$ cat src/rtl/afifo_wr_arbiter.sv
// afifo_wr_arbiter
// Round-robin arbiter that shares one async-FIFO write port (wclk domain)
// among NUM_REQ valid/ready requesters. A granted requester may stream up to
// MAX_BURST beats before the grant rotates; every grant is preceded by one
// IDLE arbitration cycle. The FIFO is never written while wfull is high.
//
// Optional build macro: AFIFO_WR_ARB_STATS_EN
//   defined   -> adds output stall_cnt[15:0], a saturating count of GRANT
//                cycles in which the granted requester was valid but wfull
//                blocked the write.
//   undefined -> stall_cnt port and counter are absent.

module afifo_wr_arbiter #(
    parameter int DATA_WIDTH = 8,
    parameter int NUM_REQ    = 4,
    parameter int MAX_BURST  = 4
) (
    input  logic                            wclk,
    input  logic                            wrst_n,
    input  logic [NUM_REQ-1:0]              req_valid,
    input  logic [NUM_REQ*DATA_WIDTH-1:0]   req_data,
    output logic [NUM_REQ-1:0]              req_ready,
    input  logic                            wfull,
    output logic                            winc,
    output logic [DATA_WIDTH-1:0]           wdata,
    output logic [$clog2(NUM_REQ)-1:0]      grant_id,
    output logic                            busy
`ifdef AFIFO_WR_ARB_STATS_EN
    ,
    output logic [15:0]                     stall_cnt
`endif
);

    // ------------------------------------------------------------------
    // Local parameters
    // ------------------------------------------------------------------
    localparam int ID_W  = $clog2(NUM_REQ);
    localparam int CNT_W = $clog2(MAX_BURST + 1);

    // Requester NUM_REQ-1 counts as "last granted" out of reset so that
    // the rotating scan starts at requester 0.
    localparam logic [ID_W-1:0]  LAST_INIT  = ID_W'(NUM_REQ - 1);
    // Beat count value at which the current transfer is the final one.
    localparam logic [CNT_W-1:0] BURST_LAST = CNT_W'(MAX_BURST - 1);
    localparam logic [ID_W:0]    NUM_REQ_W  = (ID_W + 1)'(NUM_REQ);

    localparam logic [0:0] ST_IDLE  = 1'b0;
    localparam logic [0:0] ST_GRANT = 1'b1;

    // ------------------------------------------------------------------
    // State
    // ------------------------------------------------------------------
    logic [0:0]       state_reg,    state_next;
    logic [ID_W-1:0]  grant_id_reg, grant_id_next;
    logic [ID_W-1:0]  last_gnt_reg, last_gnt_next;
    logic [CNT_W-1:0] beat_cnt_reg, beat_cnt_next;

    // ------------------------------------------------------------------
    // Grant decode and datapath
    // ------------------------------------------------------------------
    logic                  in_grant;
    logic [NUM_REQ-1:0]    gnt_onehot;
    logic                  gnt_valid;
    logic                  transfer;
    logic [DATA_WIDTH-1:0] slice_masked [NUM_REQ];
    logic [DATA_WIDTH-1:0] gnt_data;

    assign in_grant = (state_reg == ST_GRANT);

    genvar gi;
    generate
        for (gi = 0; gi < NUM_REQ; gi++) begin : g_req
            // One-hot view of the registered grant keeps every index in range
            // even when NUM_REQ is not a power of two.
            assign gnt_onehot[gi]   = (grant_id_reg == ID_W'(gi));
            assign req_ready[gi]    = in_grant & gnt_onehot[gi] & ~wfull;
            assign slice_masked[gi] = gnt_onehot[gi]
                                    ? req_data[gi*DATA_WIDTH +: DATA_WIDTH]
                                    : '0;
        end
    endgenerate

    assign gnt_valid = |(req_valid & gnt_onehot);

    // A beat moves only in GRANT, with the owner valid and the FIFO not full.
    assign transfer = in_grant & gnt_valid & ~wfull;

    // AND-OR mux of the granted requester's payload.
    always_comb begin
        gnt_data = '0;
        for (int i = 0; i < NUM_REQ; i++) begin
            gnt_data = gnt_data | slice_masked[i];
        end
    end

    assign winc     = transfer;
    assign wdata    = transfer ? gnt_data : '0;
    assign grant_id = grant_id_reg;
    assign busy     = in_grant;

    // ------------------------------------------------------------------
    // Round-robin pick
    // ------------------------------------------------------------------
    // The request vector is rotated so that bit 0 corresponds to
    // last_gnt+1; a priority encoder then finds the nearest valid
    // requester, and the offset is mapped back to an absolute index.
    logic [2*NUM_REQ-1:0] valid_dbl;
    logic [2*NUM_REQ-1:0] rot_dbl;
    logic [NUM_REQ-1:0]   valid_rot;
    logic [ID_W:0]        rot_amt;
    logic [ID_W-1:0]      first_off;
    logic [ID_W:0]        pick_sum;
    logic [ID_W:0]        pick_wrap;
    logic [ID_W-1:0]      pick_id;

    assign valid_dbl = {req_valid, req_valid};
    assign rot_amt   = {1'b0, last_gnt_reg} + (ID_W + 1)'(1);
    assign rot_dbl   = valid_dbl >> rot_amt;
    assign valid_rot = rot_dbl[NUM_REQ-1:0];

    // Priority encoder: lowest set bit of the rotated vector wins.
    always_comb begin
        first_off = '0;
        for (int j = NUM_REQ - 1; j >= 0; j--) begin
            if (valid_rot[j]) begin
                first_off = ID_W'(j);
            end
        end
    end

    // Map the rotated offset back to a requester index, wrapping once.
    always_comb begin
        pick_sum  = {1'b0, last_gnt_reg} + {1'b0, first_off} + (ID_W + 1)'(1);
        pick_wrap = pick_sum;
        if (pick_sum >= NUM_REQ_W) begin
            pick_wrap = pick_sum - NUM_REQ_W;
        end
        pick_id = pick_wrap[ID_W-1:0];
    end

    // ------------------------------------------------------------------
    // FSM next-state logic
    // ------------------------------------------------------------------
    // IDLE registers a winner; GRANT counts beats and releases on a full
    // burst or when the owner stops presenting data. A wfull stall changes
    // nothing, so the grant and beat count are simply held.
    always_comb begin
        state_next    = state_reg;
        grant_id_next = grant_id_reg;
        last_gnt_next = last_gnt_reg;
        beat_cnt_next = beat_cnt_reg;
        case (state_reg)
            ST_IDLE: begin
                if (|req_valid) begin
                    grant_id_next = pick_id;
                    beat_cnt_next = '0;
                    state_next    = ST_GRANT;
                end
            end
            ST_GRANT: begin
                if (transfer) begin
                    beat_cnt_next = beat_cnt_reg + CNT_W'(1);
                    if (beat_cnt_reg == BURST_LAST) begin
                        last_gnt_next = grant_id_reg;
                        state_next    = ST_IDLE;
                    end
                end else if (!gnt_valid) begin
                    last_gnt_next = grant_id_reg;
                    state_next    = ST_IDLE;
                end
            end
            default: begin
                state_next = ST_IDLE;
            end
        endcase
    end

    // State registers with asynchronous active-low reset.
    always_ff @(posedge wclk or negedge wrst_n) begin
        if (!wrst_n) begin
            state_reg    <= ST_IDLE;
            grant_id_reg <= '0;
            last_gnt_reg <= LAST_INIT;
            beat_cnt_reg <= '0;
        end else begin
            state_reg    <= state_next;
            grant_id_reg <= grant_id_next;
            last_gnt_reg <= last_gnt_next;
            beat_cnt_reg <= beat_cnt_next;
        end
    end

`ifdef AFIFO_WR_ARB_STATS_EN
    // ------------------------------------------------------------------
    // Stall statistics
    // ------------------------------------------------------------------
    logic [15:0] stall_cnt_reg;

    // Count owner-valid cycles blocked by wfull, holding at all-ones.
    always_ff @(posedge wclk or negedge wrst_n) begin
        if (!wrst_n) begin
            stall_cnt_reg <= '0;
        end else if (in_grant && gnt_valid && wfull && (stall_cnt_reg != 16'hFFFF)) begin
            stall_cnt_reg <= stall_cnt_reg + 16'd1;
        end
    end

    assign stall_cnt = stall_cnt_reg;
`endif

endmodule

$ cat config.mk
export PLATFORM = sky130hd
export DESIGN_NAME = afifo_wr_arbiter
export DESIGN_NICKNAME = d
export VERILOG_FILES = /design/src/rtl/afifo_wr_arbiter.sv
export SDC_FILE = /design/constraint.sdc
export NUM_CORES = 1
export LEC_CHECK = 0
export ABC_CLOCK_PERIOD_IN_PS = 1800
export CAP_MARGIN = 10
export CORE_ASPECT_RATIO = 0.9
export CORE_MARGIN = 5
export CORE_UTILIZATION = 47
export DETAILED_ROUTE_END_ITERATION = 8
export DONT_BUFFER_PORTS = 1
export PLACE_DENSITY = 0.7
export SYNTH_ARGS = -nofsm -noshare
export SYNTH_HDL_FRONTEND = slang
export SYNTH_SLANG_ARGS = --single-unit
$ cat constraint.sdc
create_clock -name wclk -period 1.8 [get_ports wclk]
set_input_delay 0.18 -clock wclk [delete_from_list [all_inputs] [get_ports wclk]]
set_output_delay 0.18 -clock wclk [all_outputs]
set_load 0.005 [all_outputs]
==> After elaboration in Yosys (flattened, before gate mapping) <==
Cells that the tools add are included.
{ "classes": {"addsub": 5, "order_cmp": 1, "n_eq_ne": 8, "n_shift": 1, "mux": 21, "n_bitwise": 16, "reduce_logical": 6} }
{ "ops": {"columns": ["op", "count"], "rows": [
  ["$mux W8", 5],
  ["$or A8 B8 Y8", 3],
  ["$mux W2", 8],
  ["$and A1 B1 Y1", 10],
  ["$reduce_or A4 Y1", 2],
  ["$shr A8 B3 Y4", 1],
  ["$add A3 B1 Y3 const B", 2],
  ["$mux W3", 2],
  ["$ne A2 B1 Y1 const B", 3],
  ["$pmux W3 S2", 1],
  ["$and A4 B4 Y4", 1],
  ["$eq A2 B2 Y1 const B", 2],
  ["$mux W1", 4],
  ["$reduce_and A2 Y1", 2],
  ["$add A2 B1 Y3 const B", 1],
  ["$add A2 B2 Y3", 1],
  ["$eq A3 B2 Y1 const B", 1],
  ["$ge A3 B3 Y1 const B", 1],
  ["$reduce_and A3 Y1", 1],
  ["$eq A2 B1 Y1 const B", 1],
  ["$logic_not A2 Y1", 1],
  ["$ne A2 B2 Y1 const B", 1],
  ["$not A1 Y1", 2],
  ["$pmux W1 S2", 1],
  ["$sub A2 B1 Y2 const B", 1]
]} }
{ "word_totals": {"regBits": 8, "inputBits": 39, "output_inout_bits": 16, "word_cells": 62} }

==> Logic depth before layout (Yosys ltp) <==
Gate-level depths: netlist of run 1.
{ "logic_depth": {"word_depth": 10, "depth_mapped": 9, "mapped_depth_nobuf": 8} }

==> Worst setup path before layout of run 1 <==
Ideal clock, no wire load.
{ "synth_path": {"kind": "register -> register", "from": "reg last_gnt_reg[1]", "to": "reg grant_id_reg[1], in the netlist grant_id[1]", "setup_ns": 0.095, "arrival_time_ns": 1.827, "required_ns": 1.705, "path_slack_ns": -0.123, "path_stages_with_launch": 10, "path_buffers": 1, "period_less_slack_ns": 1.923, "cell_sequence": "dfstp_2 > clkbuf_1 > nand2b_1 > a21oi_1 > o221ai_1 > o21ai_0 > ha_1 > xor2_1 > and4_1 > o31ai_1"} }
{ "synth_between": {"elab_chain_len": 10, "word_cells_on_any_way": 11, "cone_classes": "add/sub (4); order compare (1); shift (1); mux (5)"} }
{ "synth_lines": {"columns": ["element", "line_no", "rtl"], "rows": [
  ["from (decl)", "55", "logic [ID_W-1:0] last_gnt_reg, last_gnt_next;"],
  ["from (signal assigned)", "188", "last_gnt_reg <= last_gnt_next;"],
  ["$add A2 B1 Y3", "117", "assign rot_amt = {1'b0, last_gnt_reg} + (ID_W + 1)'(1);"],
  ["$shr A8 B3 Y4", "118", "assign rot_dbl = valid_dbl >> rot_amt;"],
  ["$mux W2 (4 in a row)", "125", "if (valid_rot[j]) begin"],
  ["$add A2 B2 Y3 (*)", "133", "pick_sum = {1'b0, last_gnt_reg} + {1'b0, first_off} + (ID_W + 1)'(1);"],
  ["$add A3 B1 Y3 (*)", "133", null],
  ["$ge A3 B3 Y1 / $sub A2 B1 Y2 (equally long branches)", "135, 136", null],
  ["$mux W2 (*)", "135", "if (pick_sum >= NUM_REQ_W) begin"],
  ["to (signal assigned)", "187", "grant_id_reg <= grant_id_next;"],
  ["to (decl)", "54", "logic [ID_W-1:0] grant_id_reg, grant_id_next;"]
]} }
Mark *: on every way between the ends. The rest lies on a longest branch, timed or not.
A chain may end at the register's enable or synchronous reset.

==> Final worst setup path of run 1 <==
Ends and elaborated chain as after synthesis.

==> results of run 1 <==
-- area by class of cell --
cell class | instances | area (µm²) | share of cell area
clock buffer | 4 | 26.3 | 0.0268
inverter | 5 | 18.8 | 0.0191
multi-input combinational | 67 | 626 | 0.637
sequential | 8 | 203 | 0.206
tap | 24 | 30.0 | 0.0306
timing repair buffer | 8 | 78.8 | 0.0803
-- repair_timing --
item / in CTS / in global routing
pin swaps: 1 / 5
endpoints found under the setup margin: 9 / 9
resized for setup: 3 / 8
endpoints found under the hold margin: 8 / 0
hold buffers: 1 / 0
setup buffers: 1 / 1
gates cloned: 0 / 0
-- power breakdown --
part           internal (mW)  switching, mW  total, mW
Clock                 0.0855         0.0739      0.159
Combinational          0.542          0.473       1.01
Sequential             0.276         0.0731      0.349
Total                  0.904          0.620       1.52
-- layout by cell type (no fill, tap or decap), drive strengths merged, types with 2 or more instances in the layout --
master / count
a21oi: 2
mux2: 2
and3: 9
nand2: 6
nand2b: 2
buf: 7
nand3: 4
nor2b: 5
and3b: 2
clkbuf: 4
o21ai: 9
inv: 5
dfstp: 2
nor2: 2
mux4: 9
dfrtp: 6
ha: 3
-- stage by stage --
step / area (µm²) / util
6_report: 982 / 0.578
5_1_grt: 982 / 0.578
4_1_cts: 937 / 0.552
3_5_place_dp: 887 / 0.522
3_3_place_gp: 887 / 0.522
2_1_floorplan: 870 / -
-- kinds of logic (layout without fill, tap and decap cells) --
| logic type | Yosys count | in the layout | synth area share |
|---|---|---|---|
| multiplexers | 12 | 12 | 0.274 |
| AND/OR/NAND/NOR | 36 | 36 | 0.255 |
| buffers and inverters | 12 | 17 | 0.0684 |
| adder cells (fa/ha/maj) | 3 | 3 | 0.0437 |
| AO/OA/AOI/OAI | 15 | 15 | 0.114 |
| XOR/XNOR | 1 | 1 | 0.0102 |
| flip-flops | 8 | 8 | 0.236 |
-- final timing paths --
| check | end | slack, ps | cells after the start |
|---|---|---|---|
| max reg2reg | grant_id[1] | -20 | 8 |
| max | grant_id[1] | -20 | 8 |
| min reg2reg | beat_cnt_reg[2] | 510 | 2 |
| min | busy | 130 | 2 |
| min in group asynchronous | busy | 260 | 1 |
| max in group asynchronous | last_gnt_reg[1] | 1220 | 1 |
-- worst max-delay path, stage by stage, from the launching register on --
cell	delay, ps
dfstp_2	540
nand2b_1	110
a21oi_1	60
o221ai_1	210
o21ai_1	130
ha_2	190
xor2_1	140
and4_1	190
o31ai_1	170
-- routing by layer --
layer	global-route usage	wire (µm)	vias up
met5	0	0	-
met4	0.0486	22	0
met3	0.0680	224	5
met2	0.289	1190	37
met1	0.184	885	355
li1	-	-	338
==> out/qor.csv, run 1 <==
stage,metric,value,unit
logic_synthesis,syn-cell-area,860,µm²
final_layout,area_growth,14.3,%
placed_design,dp_cells,109,
global_routing,grt_pass1_wl,3340,µm
global_routing,antenna_found_initial,0,
logic_synthesis,yosysSeqAreaShare,0.236,
pwr,vdd_ir_drop_max,1.11,mV
logic_synthesis,ys_warn_count,0,
timing,slew_headroom,0.498,
timing,tightest_slew,745,ps
placed_design,pre_cts_slack,-43.8,ps
floorplanning,die_area,0.00279,mm²
logic_synthesis,avgSynthCellArea,9.88,µm²
routing,wirelength,2320,µm
logic_synthesis,ys_ff_latch,8,
floorplanning,num_rows,14,
routing,dr.pass1.iters,4,
timing,fmax,548,MHz
logic_synthesis,synth_area_leaders,"mux4_2 24%, dfrtp_1 17%, and3_1 6.6%",
pwr,powerDensity,1550,mW/mm²
routing,first_iter_violations,8,
placed_design,port_buffers,0,
hold_path,worstHoldPathType,primary input to flip-flop,
timing,final_hold_viol_count,0,
routing,via_count,735,
timing,tns,-24.1,ps
floorplanning,start_util,0.506,
critical_path,path_class,flip-flop to flip-flop,
placed_design,gp_congestion,0.717,
global_routing,grt_max_degree,16,
global_routing,grt_usage,0.168,
logic_synthesis,synth_edf_count,0,
outcome,violations,setup timing,
final_layout,final_layout_size_suffix_gt1_frac,0.337,
floorplanning,chipHeight,50.6,µm
final_layout,largest_reg_flops,3,
floorplanning,ios,55,
clocking,cts_tree,yes,
critical_path,cp-start-kind,flip-flop,
routing,wl_per_cell,20.0,µm
timing,drv_slew,0,
clocking,clk_latency,270,ps
run,max-cap-violations,0,
clocking,htree_levels,1,
routing,via_per_inst,6.34,
critical_path,cp.required,1980,ps
final_layout,nFillCells,153,
timing,post-route-period-util,1.01,
logic_synthesis,yosys.area.top_type,mux4_2,
timing,finalSetupViolations,1,
global_routing,grt_pass1_vias,748,
final_layout,layout.cells.non_filler,116,
clocking,cts_sinks,8,
critical_path,arrival,2010,ps
pwr,power,1.52,mW
logic_synthesis,syn_inst,87,
global_routing,overflow,0,
critical_path,cp-end-kind,flip-flop,
clocking,clkTransAtPathRegs,70,ps
timing,finClkSkew,11.8,ps
timing,hold_ws,133,ps
routing,drc,0,
floorplanning,die_w,55.1,µm
logic_synthesis,yosysUniqueCellTypes,33,
logic_synthesis,ys_async_sr_fraction,1.00,
logic_synthesis,synthTopCellsByCount,"9 x and3_1, 9 x mux4_2, 8 x o21ai_0, 6 x dfrtp_1",
timing,rsz0062_at_grt,true,
critical_path,critPathMaxFanout,3,
clocking,cts.path.max_buffers,2,
pwr,power.leakage,0.412,nW
clocking,numCtsBuffers,3,
logic_synthesis,synth_nets,129,
clocking,clock-root-buffer,clkbuf_4,
floorplanning,coreArea,0.00170,mm²
critical_path,r2r-start,last_gnt_reg[1],
critical_path,crit_start,last_gnt_reg[1],
final_layout,final_nets,135,
timing,fin_crit,1820,ps
placed_design,dp_hpwl,1820,µm
outcome,status,"finished, violations left",
final_layout,diodes,0,
hold_path,hp-start,wfull,
timing,postLayoutSetupSlackWorst,-24.1,ps
logic_synthesis,synth_top_area_share,0.236,
logic_synthesis,synth_flop_cell,dfrtp_1,
routing,detail-route-antenna-nets,0,
Power figures use the tool's default switching activity.
==> run 2: changes to the inputs <==
- PLACE_DENSITY: 0.7 -> 0.66
==> out/qor.csv, run 2 (same netlist as run 1, synthesis figures left out) <==
stage,metric,value,unit,change
critical_path,cp.required,1960,ps,-20 ps
placed_design,dp_cells,109,,unchanged
clocking,htree_levels,1,,unchanged
final_layout,area_growth,12.1,%,
critical_path,crit_chain,nand2b_4 > a21oi_2 > o221ai_2 > o21ai_1 > ha_2 > xor2_1 > and4_1 > o31ai_1,,
timing,tns,-26.1,ps,-1.98 ps
pwr,power.leakage,0.421,nW,+2.0%
timing,tightest_slew,693,ps,-52.3 ps
timing,finClkSkew,4.04,ps,-7.73 ps
timing,finalSetupViolations,1,,unchanged
routing,drc,0,,unchanged
hold_path,worstHoldPathType,primary input to flip-flop,,
pwr,vdd_ir_drop_max,0.894,mV,-20%
routing,wl_per_cell,19.6,µm,-1.9%
placed_design,port_buffers,0,,unchanged
run,max-cap-violations,0,,unchanged
timing,rsz0062_at_grt,true,,
floorplanning,die_w,55.1,µm,unchanged
placed_design,gp_congestion,0.810,,+13%
routing,wirelength,2240,µm,-3.6%
final_layout,diodes,0,,unchanged
final_layout,final_nets,133,,-1.5%
outcome,violations,setup timing,,
global_routing,grt_pass1_wl,3110,µm,-6.8%
clocking,numCtsBuffers,3,,unchanged
timing,postLayoutSetupSlackWorst,-26.1,ps,-1.98 ps
hold_path,min_to,busy,,
routing,detail-route-antenna-nets,0,,unchanged
final_layout,layout.cells.non_filler,114,,-1.7%
routing,via_per_inst,6.04,,-4.8%
final_layout,largest_reg_flops,3,,unchanged
clocking,clkTransAtPathRegs,60,ps,about the same
floorplanning,die_area,0.00279,mm²,unchanged
pwr,powerDensity,1510,mW/mm²,-2.5%
critical_path,critPathMaxFanout,6,,+3
critical_path,cp_slowest_cell,dfstp_2,,
clocking,cts_tree,yes,,
placed_design,dp_hpwl,1770,µm,-2.7%
critical_path,r2r-start,last_gnt_reg[1],,
critical_path,path_buf_inv,0,,unchanged
final_layout,final_cell_mix,"9 x mux4_2, 9 x and3_1, 6 x o21ai_0, 6 x dfrtp_1",,
global_routing,overflow,0,,unchanged
timing,drv_slew,0,,unchanged
critical_path,cp-start-kind,flip-flop,,
routing,first_iter_violations,4,,-4
timing,final_hold_viol_count,0,,unchanged
outcome,status,"finished, violations left",,
critical_path,cp-end-kind,flip-flop,,
critical_path,crit_family,flip-flops,,
routing,via_count,688,,-6.4%
hold_path,hold_path_depth,2,,unchanged
global_routing,antenna_found_initial,0,,unchanged
critical_path,rrSetupSlack,-30,ps,about the same
timing,fmax,548,MHz,-0.11%
critical_path,r2r_cells,8,,unchanged
final_layout,final_layout_size_suffix_gt1_frac,0.311,,-0.0258
timing,fin_crit,1830,ps,+1.98 ps
final_layout,final_core_util,0.567,,-0.0110
floorplanning,coreArea,0.00170,mm²,unchanged
floorplanning,ios,55,,unchanged
critical_path,path_class,flip-flop to flip-flop,,
clocking,clk_latency,250,ps,-20 ps
global_routing,grt_max_degree,16,,unchanged
critical_path,worstReg2RegEnd,grant_id[1],,
critical_path,arrival,1980,ps,-30 ps
hold_path,hp-start,wfull,,
timing,slew_headroom,0.533,,+0.0352
floorplanning,start_util,0.506,,unchanged
global_routing,grt_pass1_vias,695,,-7.1%
clocking,cts_sinks,8,,unchanged
clocking,clock-root-buffer,clkbuf_4,,
clocking,cts.path.max_buffers,2,,unchanged
floorplanning,chipHeight,50.6,µm,unchanged
floorplanning,num_rows,14,,unchanged
critical_path,max_stage_delay,570,ps,+30 ps
routing,dr.pass1.iters,4,,unchanged
global_routing,grt_usage,0.146,,-0.0215
timing,post-route-period-util,1.01,,+0.00110
run 2: cell count changes in the layout (fill, tap and decap cells not counted), sizes merged:
cell and change:
buf -2
run 2: layer usage:
metal  GRT usage  up-vias  routed length [µm]
met4      0.0121        0                   0
li1            -      333                   -
met1       0.153      313                 836
met2       0.287       42                1100
met3      0.0414        0                 301
met5           0        -                   0
run 2: repair_timing:
item	in CTS	in global routing
setup endpoints to repair	6	8
buffers inserted	0	0
resized for setup	1	8
hold buffers	1	0
hold endpoints to repair	8	0
pin swaps	0	6
gates cloned	0	0
run 2: worst max-delay path by stage:
stage	slack (ps)	end	start	depth (start not counted)
3_3_place_gp	60	grant_id[1]	last_gnt_reg[1]	8
3_5_place_dp	20	grant_id[1]	last_gnt_reg[1]	8
2_1_floorplan	10	grant_id[1]	last_gnt_reg[1]	9
4_1_cts	10	grant_id[1]	last_gnt_reg[1]	8
5_1_grt	-130	grant_id[1]	last_gnt_reg[1]	8
6_report	-30	grant_id[1]	last_gnt_reg[1]	8
run 2: layout make-up:
type / instances / area (µm²)
clock buffer: 4 / 26.3
fill: 148 / 736
inverter: 5 / 18.8
multi-input combinational: 67 / 626
sequential: 8 / 203
tap: 24 / 30.0
timing repair buffer: 6 / 60.1
run 2: per-stage QoR:
stage / power [mW] / area [µm²] / worst slack (ps) / hold WS (ps)
2_1_floorplan: 1.10 / 870 / 11.6 / -116
3_3_place_gp: 1.22 / 887 / 60.1 / -115
3_5_place_dp: 1.24 / 887 / 17.4 / -115
4_1_cts: 1.41 / 927 / 10.9 / 165
5_1_grt: 1.58 / 963 / -131 / 204
6_report: 1.46 / 963 / -26.1 / 168
run 2: report_power, final:
group	switching [mW]	leakage, nW	total (mW)	internal, mW
registers	0.0821	0.0972	0.359	0.277
logic	0.439	0.309	0.949	0.510
clock network	0.0637	0.0150	0.149	0.0850
run 2: worst reg2reg max path, cell delays in order (launching register included):
cell	delay (ps)
dfstp_2	570
nand2b_4	130
a21oi_2	60
o221ai_2	170
o21ai_1	90
ha_2	190
xor2_1	170
and4_1	150
o31ai_1	210
==> run 3: changes to the inputs <==
- CTS_BUF_LIST: default -> sky130_fd_sc_hd__clkbuf_8
==> out/qor.csv, run 3 (same netlist as run 1, synthesis figures left out) <==
stage,metric,value,unit,change
floorplanning,die_w,55.1,µm,unchanged
critical_path,path_class,flip-flop to flip-flop,,
critical_path,arrival,1950,ps,-30 ps
floorplanning,die_area,0.00279,mm²,unchanged
floorplanning,coreArea,0.00170,mm²,unchanged
timing,final_hold_viol_count,0,,unchanged
final_layout,layout.cells.non_filler,114,,unchanged
run,max-cap-violations,0,,unchanged
routing,wirelength,2230,µm,-0.36%
pwr,vdd_ir_drop_max,0.854,mV,-4.5%
timing,finClkSkew,2.29,ps,-1.75 ps
placed_design,placed_cell_area,887,µm²,unchanged
clocking,cts_sinks,8,,unchanged
clocking,cts.path.max_buffers,2,,unchanged
clocking,numCtsBuffers,3,,unchanged
global_routing,antenna_found_initial,0,,unchanged
timing,slew_headroom,0.534,,+0.000723
routing,dr_wl_met2,1070,µm,-2.7%
floorplanning,start_util,0.506,,unchanged
critical_path,cp-start-kind,flip-flop,,
placed_design,dp_cells,109,,unchanged
critical_path,critPathMaxFanout,6,,unchanged
placed_design,dp_hpwl,1770,µm,unchanged
clocking,clock-root-buffer,clkbuf_8,,
global_routing,grt_usage,0.153,,+0.00710
placed_design,port_buffers,0,,unchanged
final_layout,final_layout_size_suffix_gt1_frac,0.311,,unchanged
global_routing,grt_pass1_vias,720,,+3.6%
timing,finalSetupViolations,1,,unchanged
pwr,powerDensity,1550,mW/mm²,+2.4%
clocking,htree_levels,1,,unchanged
routing,detail-route-antenna-nets,0,,unchanged
clocking,clkTransAtPathRegs,40,ps,-20 ps
pwr,power,1.51,mW,+3.5%
critical_path,cp.required,1940,ps,-20 ps
timing,hold_ws,187,ps,+19.2 ps
final_layout,diodes,0,,unchanged
hold_path,worstHoldPathType,primary input to flip-flop,,
routing,via_per_inst,6.09,,+0.87%
routing,highest_layer,met4,,
placed_design,gp_congestion,0.810,,unchanged
final_layout,largest_reg_flops,3,,unchanged
floorplanning,chipHeight,50.6,µm,unchanged
timing,postLayoutSetupSlackWorst,-12.0,ps,+14.1 ps
pwr,power.leakage,0.430,nW,+2.1%
floorplanning,num_rows,14,,unchanged
routing,via_count,694,,+0.87%
routing,first_iter_violations,3,,-1
routing,drt-met1-wl,833,µm,-0.36%
timing,tightest_slew,692,ps,-1.07 ps
global_routing,grt_pass1_wl,3190,µm,+2.4%
timing,rsz0062_at_grt,true,,
clocking,cts_setup_buffers,0,,unchanged
final_layout,area_growth,13.2,%,
clocking,clk_latency,230,ps,-20 ps
floorplanning,ios,55,,unchanged
final_layout,final_nets,133,,unchanged
timing,post-route-period-util,1.01,,-0.00783
outcome,violations,setup timing,,
clocking,cts_tree,yes,,
routing,wl_met3,304,µm,+1.0%
final_layout,design_area,973,µm²,+1.0%
routing,drc,0,,unchanged
timing,drv_slew,0,,unchanged
routing,wl_per_cell,19.6,µm,-0.36%
timing,fmax,552,MHz,+0.78%
critical_path,cp-end-kind,flip-flop,,
final_layout,final_core_util,0.573,,+0.00589
final_layout,final_cell_mix,"9 x mux4_2, 9 x and3_1, 6 x inv_1, 6 x o21ai_0, 6 x dfrtp_1",,
outcome,status,"finished, violations left",,
global_routing,grt_max_degree,16,,unchanged
global_routing,overflow,0,,unchanged
timing,fin_crit,1810,ps,-14.1 ps
routing,dr.pass1.iters,4,,unchanged
## run 3: cell count changes in the layout (fill, tap and decap cells not counted), sizes merged
cell / delta
clkbuf: -1
inv: +1
## run 3: report_power, final
group,switching (mW),internal (mW),leakage (nW)
registers,0.0784,0.278,0.0972
clock network,0.0758,0.148,0.0269
logic,0.439,0.488,0.306
## run 3: cell type report
cell class / instances / area, µm²
clock buffer: 3 / 41.3
clock inverter: 1 / 3.75
fill: 145 / 726
inverter: 5 / 18.8
multi-input combinational: 67 / 626
sequential: 8 / 203
tap: 24 / 30.0
timing repair buffer: 6 / 51.3
## run 3: what timing repair did
item                                    in CTS  in global routing
hold buffers                                 1                  0
endpoints found under the setup margin       0                  9
resized for setup                            0                  7
endpoints found under the hold margin        8                  0
## run 3: worst max-delay path: stages (launching register included)
cell      delay, ps
dfstp_2         570
nand2b_4        130
a21oi_2          50
o221ai_2        170
o21ai_1          90
ha_2            190
xor2_1          160
and4_1          150
o31ai_1         210
## run 3: metrics by stage
step	setup WS (ps)	setup TNS (ps)
finish	-12.0	-12.0
global route	-118	-119
CTS	11.6	0
detailed placement	17.4	0
global placement	60.1	0
floorplan	11.6	0
## run 3: path summary, 6_finish.rpt
| kind | start | to | slack (ps) | cells after the start |
|---|---|---|---|---|
| min in group asynchronous | wrst_n | beat_cnt_reg[0] | 300 | 1 |
| worst max-delay path | last_gnt_reg[1] | grant_id[1] | -10 | 8 |
| worst max register to register | last_gnt_reg[1] | grant_id[1] | -10 | 8 |
| max in group asynchronous | wrst_n | last_gnt_reg[1] | 1190 | 1 |
| worst min-delay path | wfull | busy | 190 | 2 |
| worst min register to register | beat_cnt_reg[1] | beat_cnt_reg[1] | 500 | 2 |
## run 3: per-layer routing
layer	GRT usage	vias up
li1	-	332
met1	0.151	318
met2	0.301	41
met3	0.0414	3
met4	0.0364	0
met5	0	-
